### src/rtl/register_file.sv
// register_file: eight 16-bit registers (R1-R4, S1-S4) with two read ports.
// Built from register_16bit cells; reset is layered on as a forced clear.
module register_16bit #(
  parameter int WIDTH = 16
) (
  input  logic             clock,
  input  logic             E,
  input  logic [1:0]       FunSel,
  input  logic [WIDTH-1:0] In,
  output logic [WIDTH-1:0] Out
);

  // Enabled cell applies dec/inc/load/clear; disabled cell holds.
  always_ff @(posedge clock) begin
    if (E) begin
      unique case (FunSel)
        2'b00: Out <= Out - WIDTH'(1);
        2'b01: Out <= Out + WIDTH'(1);
        2'b10: Out <= In;
        2'b11: Out <= '0;
      endcase
    end
  end

endmodule

module register_file #(
  parameter int WIDTH = 16,
  parameter int NREG  = 4,
  parameter int NSCR  = 4
) (
  input  logic             clock,
  input  logic             reset,
  input  logic [WIDTH-1:0] I,
  input  logic [1:0]       FunSel,
  input  logic [NREG-1:0]  RegSel,
  input  logic [NSCR-1:0]  ScrSel,
  input  logic [2:0]       OutASel,
  input  logic [2:0]       OutBSel,
  output logic [WIDTH-1:0] OutA,
  output logic [WIDTH-1:0] OutB
);

  localparam int N = NREG + NSCR;

  logic [WIDTH-1:0] q [N];
  logic [N-1:0]     en;
  logic [1:0]       fs;

  // Reset wins: every cell enabled with the clear opcode.
  always_comb begin
    en = {ScrSel, RegSel};
    fs = FunSel;
    if (reset) begin
      en = '1;
      fs = 2'b11;
    end
  end

  for (genvar g = 0; g < N; g++) begin : g_reg
    register_16bit #(.WIDTH(WIDTH)) u_reg (
      .clock  (clock),
      .E      (en[g]),
      .FunSel (fs),
      .In     (I),
      .Out    (q[g])
    );
  end

  // Read ports: indices 0-3 are R1-R4, 4-7 are S1-S4.
  always_comb begin
    OutA = q[OutASel];
    OutB = q[OutBSel];
  end

endmodule

### config.mk
export PLATFORM = sky130hd
export DESIGN_NAME = register_file
export DESIGN_NICKNAME = d
export VERILOG_FILES = /design/src/rtl/register_file.sv
export SDC_FILE = /design/constraint.sdc
export NUM_CORES = 1
export LEC_CHECK = 0
export BUFFER_PORTS_ARGS = -buffer_cell sky130_fd_sc_hd__buf_4
export CAP_MARGIN = 25
export CORE_MARGIN = 1.5
export CORE_UTILIZATION = 45
export CTS_BUF_LIST = sky130_fd_sc_hd__clkbuf_16
export CTS_CLUSTER_DIAMETER = 30
export DETAILED_ROUTE_END_ITERATION = 7
export PLACE_DENSITY_LB_ADDON = 0.08
export SETUP_SLACK_MARGIN = 0.5
export SKIP_CTS_REPAIR_TIMING = 1
export SLEW_MARGIN = 20
export SYNTH_ARGS = -nofsm -noshare
export SYNTH_HDL_FRONTEND = slang
export SYNTH_SLANG_ARGS = --single-unit
export TNS_END_PERCENT = 10
### constraint.sdc
create_clock -name clock -period 8.07 [get_ports clock]
set_input_delay 0.807 -clock clock [delete_from_list [all_inputs] [get_ports clock]]
set_output_delay 0.807 -clock clock [all_outputs]
set_load 0.05 [all_outputs]
# == Word-level counts from Yosys, hierarchy flattened ==
# Index checks and enable logic that the tools add are counted.
# totals
ff_bits,128
out_inout_bits,32
wordCells,48
# op_classes
addsub,16
n_lt_le_gt_ge,2
n_eq_ne,3
mux,16
n_bitwise,2
n_reduce_logical,1
# op_table
op,count
one-hot mux 16 bit (4 select lines),8
"adder 16 x 1 -> 16 bit, second input constant",8
"subtractor 16 x 1 -> 16 bit, second input constant",8
binary-select mux 16 bit (select 3 bit),2
2-to-1 mux 16 bit,4
"greater-or-equal comparator 4 bit, second input constant",2
2-to-1 mux 8 bit,1
NOT 3 -> 4 bit,2
"== test 2 bit, second input constant",2
"== test 2 x 1 -> 1 bit, second input constant",1
zero test 2 bit,1
2-to-1 mux 2 bit,1

# == Depth between registers and ports, before layout ==
# Gate-level depths: netlist (run 1).
# depth
word_depth,4
ltp_mapped,15
ltp_nobuf,13

# == Hierarchy ==
# From an unflattened synthesis (run 1), not the netlist that was laid out.
# unflattened
cells_unflattened,1303
hier_area_um2,13367.8
# by_module_without_submodules
mod,instances,cells_each,area_each_um2
register_16bit (g_reg[1].u_reg ...),4,150,1406.3
register_16bit (g_reg[5].u_reg ...),3,143,1391.3
register_file,1,124,2204.6
register_16bit (g_reg[0].u_reg),1,150,1363.8

# == Least setup slack after synthesis (run 1) ==
# No wires, ideal clock.
# synth_path
path_kind,input to register
from,input reset
to,"register g_reg[4].u_reg.Out[14], data pin"
setup_ns,0.263
arrival_ns,6.450
t_required_ns,7.807
slack_ns,1.357
path_stages,14
n_path_buf,2
path_cell_list,clkbuf_1 > nor2_1 > clkbuf_1 > nand2_1 > fa_1 > a21o_1 > a21oi_2 > o21ai_2 > o41ai_4 > o21ai_2 > or4_1 > a31oi_1 > xor2_1 > o21ai_1
# synth_between
elab_chain_cells,3
elab_cells_between_ends,6
# synth_lines
element,line_no,text
start: declaration,33,"input logic reset,"
2-to-1 mux 2 bit (*),54,if (reset) begin
== test 2 bit (tied with other cells),16,unique case (FunSel)
one-hot mux 16 bit (4 select lines) (*),16,
end signal: assignment,17,2'b00: Out <= Out - WIDTH'(1);
end signal: assignment,18,2'b01: Out <= Out + WIDTH'(1);
end signal: assignment,19,2'b10: Out <= In;
end: declaration,10,output logic [WIDTH-1:0] Out
# Every way passes the cells marked *; elsewhere a longest branch is shown, timed or not.
# A chain may end at the register's enable or synchronous reset.

# == Final worst setup path (run 1) ==
# layout_path
from,input reset
to,"register g_reg[1].u_reg.Out[15], data pin"
# layout_between
elab_chain_cells,3
elab_cells_between_ends,6
# layout_lines
element,line_no
2-to-1 mux 2 bit (*),54
== test 2 bit (tied with other cells),16
one-hot mux 16 bit (4 select lines) (*),16
end signal: assignment,17
end signal: assignment,18
end signal: assignment,19
end: declaration,10
# Marks and branches as above.

==> results of run 1 <==
## critical path, stage by stage
cell,delay [ns]
buf_4,0.14
nor2_1,0.12
buf_4,0.29
nand2_4,0.20
buf_4,0.38
ha_1,0.43
o21ai_0,0.09
o21ai_0,0.37
a31oi_1,0.25
a2111oi_0,0.67
o21ai_0,0.19
nand2b_1,0.15
a21oi_1,0.10
mux2i_1,0.16
o211ai_1,0.11
## cell families after synthesis
| group | after synthesis |
|---|---|
| compound gates | 341 |
| simple gates | 242 |
| fa+ha+maj | 134 |
| flops | 128 |
| mux | 99 |
| xor+xnor | 97 |
| buf+inv | 74 |
## cell usage after synthesis (32+ instances only)
master      n  area, um2
xnor2_1    48      420.4
nand2_1    66      247.7
o21ai_0   136      680.7
nor2_1     45      168.9
ha_1      126       1577
xor2_1     49      429.2
a21oi_1    78      390.4
edfxtp_1  128       3844
inv_1      35      131.4
a21o_1     35      262.8
mux2_2     32      360.4
mux4_2     64       1441
## where the power goes
| part | internal (mW) | switching (mW) | leakage (nW) |
|---|---|---|---|
| Clock | 0.547 | 0.325 | 0.306 |
| Combinational | 0.653 | 0.827 | 3.72 |
| Sequential | 0.872 | 0.109 | 1.40 |
| Total | 2.07 | 1.26 | 5.42 |
## worst min-delay path by stage
stage | depth (start not counted) | startpoint | to | slack (ns)
floorplan | 1 | g_reg[6].u_reg.Out[0] | g_reg[6].u_reg.Out[0] | 0.62
global placement | 1 | g_reg[5].u_reg.Out[0] | g_reg[5].u_reg.Out[0] | 0.67
detailed placement | 1 | g_reg[5].u_reg.Out[0] | g_reg[5].u_reg.Out[0] | 0.68
CTS | 1 | g_reg[5].u_reg.Out[0] | g_reg[5].u_reg.Out[0] | 0.69
global route | 2 | I[6] | g_reg[3].u_reg.Out[6] | 0.71
finish | 1 | g_reg[5].u_reg.Out[0] | g_reg[5].u_reg.Out[0] | 0.70
## routing by layer
metal,wire (um),global-route usage [%]
met1,15990,37.23
met2,15740,41.79
met3,1496,2.788
met4,605,7.658
met5,0,0
## metrics by stage
step           cells  hold slack (ns)
2_1_floorplan   1115           0.6244
3_3_place_gp    1482           0.6729
3_5_place_dp    1482           0.6804
4_1_cts         1514           0.6891
5_1_grt         1514           0.7097
6_report        1514           0.6950
## layout make-up
| type | count | area (um2) |
|---|---|---|
| inverters | 35 | 131.4 |
| multi-input cells | 913 | 7690 |
| flip-flops and latches | 128 | 3844 |
| well taps | 335 | 419.2 |
| repair buffers | 71 | 533.0 |
| fillers | 2383 | 12650 |
| clock inverters | 15 | 216.5 |
| clock buffers | 17 | 425.4 |
==> impl_metrics.tcl, run 1 <==
set metrics [dict create \
    endpoint "g_reg[1].u_reg.Out[15]" \
    core_area_um2 25910 \
    wire_per_inst_um 22.35 \
    rsz0062_at_grt "false" \
    synthAdderAreaFrac_pct 14.72 \
    max_slew_margin_pct 35.84 \
    start_util_pct 45.55 \
    yosysUniqueCellTypes 58 \
    p_total_mw 3.332 \
    grt_pass1_vias 8967 \
    ys_seq_elements 128 \
    top_register "g.u_reg.Out" \
    crit_path_end_kind "register" \
    finalCritPeriodShare_pct 53.98 \
    cts_buffers 17 \
    place_congestion 0.8578 \
    route.detailed.drc 0 \
    clk_pin_slew_ns 0.06 \
    finClkSkew_ns 0.01211 \
    area_delta_synth_final_pct 12.35 \
    synth_top_family_by_area "compound AO/OA/AOI/OAI gates" \
    grt_max_degree 76 \
    synthXorXnorAreaFrac_pct 7.199 \
    final_cell_mix "136 x o21ai_0, 128 x edfxtp_1, 126 x ha_1" \
    required_ns 8.21 \
    fin_nets 1334 \
    start_kind "primary input" \
    die-width_um 164.9 \
    dr.first_iter.drc_count 696 \
    synth-main-ff-cell "edfxtp_1" \
    finalHoldViolCount 0 \
    largest_register_ffs 128 \
    syn-num-nets 1283 \
    setup_tns_ns 0 \
    worst_ep_arrival_time_ns 4.50 \
    outcome "completed" \
    grt_use_total_pct 26.08 \
    cts_tree "built" \
    synth_area_um2 11800 \
    diodes 0 \
    yosysWarnings 0 \
    p_per_area_nw_per_um2 251.3 \
    worst_slack_ns 3.714 \
    maxSlewViolCount 0 \
    rr_worst_depth 10 \
    crit_type "primary input to register" \
    antenna_found_initial 0 \
    drv_cap 0 \
    clk_latency_ns 0.43 \
    max_freq_mhz 229.6 \
    final_antenna_net_count 0 \
    tightest_slew_ns 0.9381 \
    port_buffers 65 \
    synth-compound-area-share_pct 17.54 \
    hold_path_class "register to register" \
    cp_max_fo 51 \
    crit-reg2reg-launch "g_reg[1].u_reg.Out[2]" \
    startpoint "reset" \
    die_height_um 164.9 \
    die_area_um2 27210 \
    synth-edff-count 128 \
    clk_path_buf_depth 2 \
    cts_root_buf "clkbuf_16" \
    drive_gt1_share_pct 19.42 \
    rows 59 \
    async_reset_ff_share_pct 0 \
    fin_area_um2 13260 \
    avgSynthCellArea_um2 10.58 \
    layout_commonest_cell "o21ai_0" \
    grt.overflow.total 0 \
    place_ws_ns 3.383 \
    vdd_drop_max_mv 0.1238 \
    reg_top3 "g.u_reg.Out: 128 flops" \
    first_pass_iters 5 \
    synthSimpleGateAreaFrac_pct 10.06 \
    finalCriticalPeriod_ns 4.356 \
    clkSinkCount 128 \
    vias 9104 \
    final_core_util_pct 51.17 \
    netlist_instances 1115 \
    grt_pass1_wl_mm 52.87 \
    placedInstanceArea_um2 12620 \
    r2r-end "g_reg[1].u_reg.Out[15]" \
    ys_seq_area_share_pct 32.57 \
    synthMuxAreaShare_pct 15.52 \
    viasPerCell 6.013 \
    ios 66 \
    dp_hpwl_mm 24.89 \
    finalSetupViolCount 0 \
    r2r_slack_ns 4.89 \
    cts_max_level 4 \
    routed_wl_mm 33.83 \
    p_leak_nw 5.422 \
]
(Power assumes the default switching activity.)
==> run 2, diff against run 1 <==
==> constraint.sdc (replaced) <==
create_clock -name clock -period 4.1 [get_ports clock]
set_input_delay 0.41 -clock clock [delete_from_list [all_inputs] [get_ports clock]]
set_output_delay 0.41 -clock clock [all_outputs]
set_load 0.05 [all_outputs]
==> run 2 against run 1 <==
Against the previous run: die area unchanged; combinational power increased by 97%; wire length decreased by 1.0%; critical path depth decreased by 1; cell count increased by 0.33%; design area increased by 0.49%; clock-buffer cell count unchanged; core utilization increased by 0.25 points; largest power group unchanged.
==> impl_metrics.tcl, run 2 (synthesis results as in run 1) <==
set metrics [dict create \
    cts_buffers 17 \
    ios 66 \
    finalCriticalPeriod_ns 3.364 \
    rows 59 \
    grt_use_total_pct 25.54 \
    grt.overflow.total 0 \
    finalSetupViolCount 0 \
    grt_pass1_wl_mm 52.05 \
    clk_pin_slew_ns 0.07 \
    p_int_mw 4.021 \
    vdd_drop_max_mv 0.2851 \
    diodes 0 \
    place_congestion 0.8684 \
    core_area_um2 25910 \
    routed_wl_mm 33.49 \
    final_cell_mix "136 x o21ai_0, 128 x edfxtp_1, 126 x ha_1" \
    rsz0062_at_grt "false" \
    grt_max_degree 64 \
    layout_commonest_cell "o21ai_0" \
    first_pass_iters 5 \
    p_per_area_nw_per_um2 488.3 \
    num-fill-cells 2364 \
    port_buffers 65 \
    die_height_um 164.9 \
    max_slew_margin_pct 36.66 \
    p_total_mw 6.507 \
    hold_path_class "primary input to register" \
    seq_power_share_pct 29.6 \
    route.detailed.drc 0 \
    tightest_slew_ns 0.9261 \
    start_util_pct 45.55 \
    worstPathCellList "buf_4 -> nor2_4 -> nand2_8 -> buf_12 -> ha_1 -> a21o_1 -> a21oi_1 -> o21bai_1 -> a21o_1 -> nand3_1 -> a2111oi_0 -> o41a_2 -> xnor2_1 -> o21ai_0" \
    area_delta_synth_final_pct 12.90 \
    fin_area_um2 13320 \
    vias 9181 \
    clk_latency_ns 0.43 \
    worst_ep_arrival_time_ns 3.51 \
    wire_per_inst_um 22.05 \
    dp_hpwl_mm 25.18 \
    top_register "g.u_reg.Out" \
    antenna_found_initial 0 \
    drv_cap 0 \
    final_antenna_net_count 0 \
    cts_max_level 4 \
    largest_register_ffs 128 \
    clk_path_buf_depth 2 \
    die_area_um2 27210 \
    cp_max_fo 38 \
    fin_nets 1340 \
    critPathMaxStageDelay_ns 0.89 \
    max_freq_mhz 297.3 \
    required_ns 4.25 \
    crit_path_end_kind "register" \
    clkSinkCount 128 \
    drive_gt1_share_pct 20.02 \
    final_core_util_pct 51.42 \
    crit_type "primary input to register" \
    p_sw_share_pct 38.20 \
    viasPerCell 6.044 \
    die-width_um 164.9 \
    grt_pass1_vias 8993 \
    dr.first_iter.drc_count 721 \
    crit_path_frequent_cell "a21o_1" \
    netSwitchingPower_mw 2.486 \
    combPwrFrac_pct 44.8 \
    outcome "completed" \
    clock_power_share_pct 25.6 \
    cts_tree "built" \
    crit_slowest_cell "a2111oi_0" \
    finClkSkew_ns 0.01288 \
    finalHoldViolCount 0 \
    cts_root_buf "clkbuf_16" \
    start_kind "primary input" \
    setup_tns_ns 0 \
    finalCritPeriodShare_pct 82.04 \
    reg_top3 "g.u_reg.Out: 128 flops" \
    placedInstanceArea_um2 12710 \
    p_leak_nw 5.442 \
    maxSlewViolCount 0 \
]
[run 2: layout make-up]
cell class	instances	area, um2	area share [%]
Sequential cell	128	3844	28.85
Tap cell	335	419.2	3.146
Multi-Input combinational cell	913	7709	57.86
Clock inverter	14	192.7	1.446
Inverter	35	131.4	0.9860
Timing Repair Buffer	77	603.1	4.526
Clock buffer	17	425.4	3.193
[run 2: worst paths after layout]
path,to,start,slack (ns),cells after the start
worst min register to register,g_reg[2].u_reg.Out[0],g_reg[2].u_reg.Out[0],0.68,1
worst max-delay path,g_reg[5].u_reg.Out[15],reset,0.74,14
worst max register to register,g_reg[4].u_reg.Out[14],g_reg[4].u_reg.Out[0],0.98,10
worst min-delay path,g_reg[4].u_reg.Out[13],I[13],0.29,2
[run 2: power groups by stage]
stage / combinational (mW) / sequential (mW) / clock (mW)
4_1_cts: 2.90 / 1.93 / 1.68
3_3_place_gp: 2.85 / 1.95 / 0
2_1_floorplan: 2.27 / 1.85 / 0
3_5_place_dp: 2.87 / 1.96 / 0
6_report: 2.91 / 1.93 / 1.66
5_1_grt: 3.21 / 1.96 / 1.72
[run 2: routing by layer]
metal / share of wire (%) / global-route usage (%)
met5: 0 / 0
met1: 47 / 35.84
met3: 4.8 / 3.742
met4: 1.9 / 6.880
met2: 47 / 41.16
[run 2: metrics by stage]
stage / hold WS [ns] / instances / setup slack (ns)
6_report: 0.2911 / 1519 / 0.7363
4_1_cts: 0.2774 / 1519 / 0.8296
3_3_place_gp: 0.6676 / 1488 / 0.4148
5_1_grt: 0.2978 / 1519 / 0.5352
2_1_floorplan: 0.6127 / 1115 / 0.4476
3_5_place_dp: 0.6766 / 1488 / 0.3952
[run 2: critical path: cells and delay by family]
family          cells  cell delay, ns
buf+inv             2            0.42
fa+ha+maj           1            0.29
compound gates      7            1.71
simple gates        3            0.55
xor+xnor            1            0.11
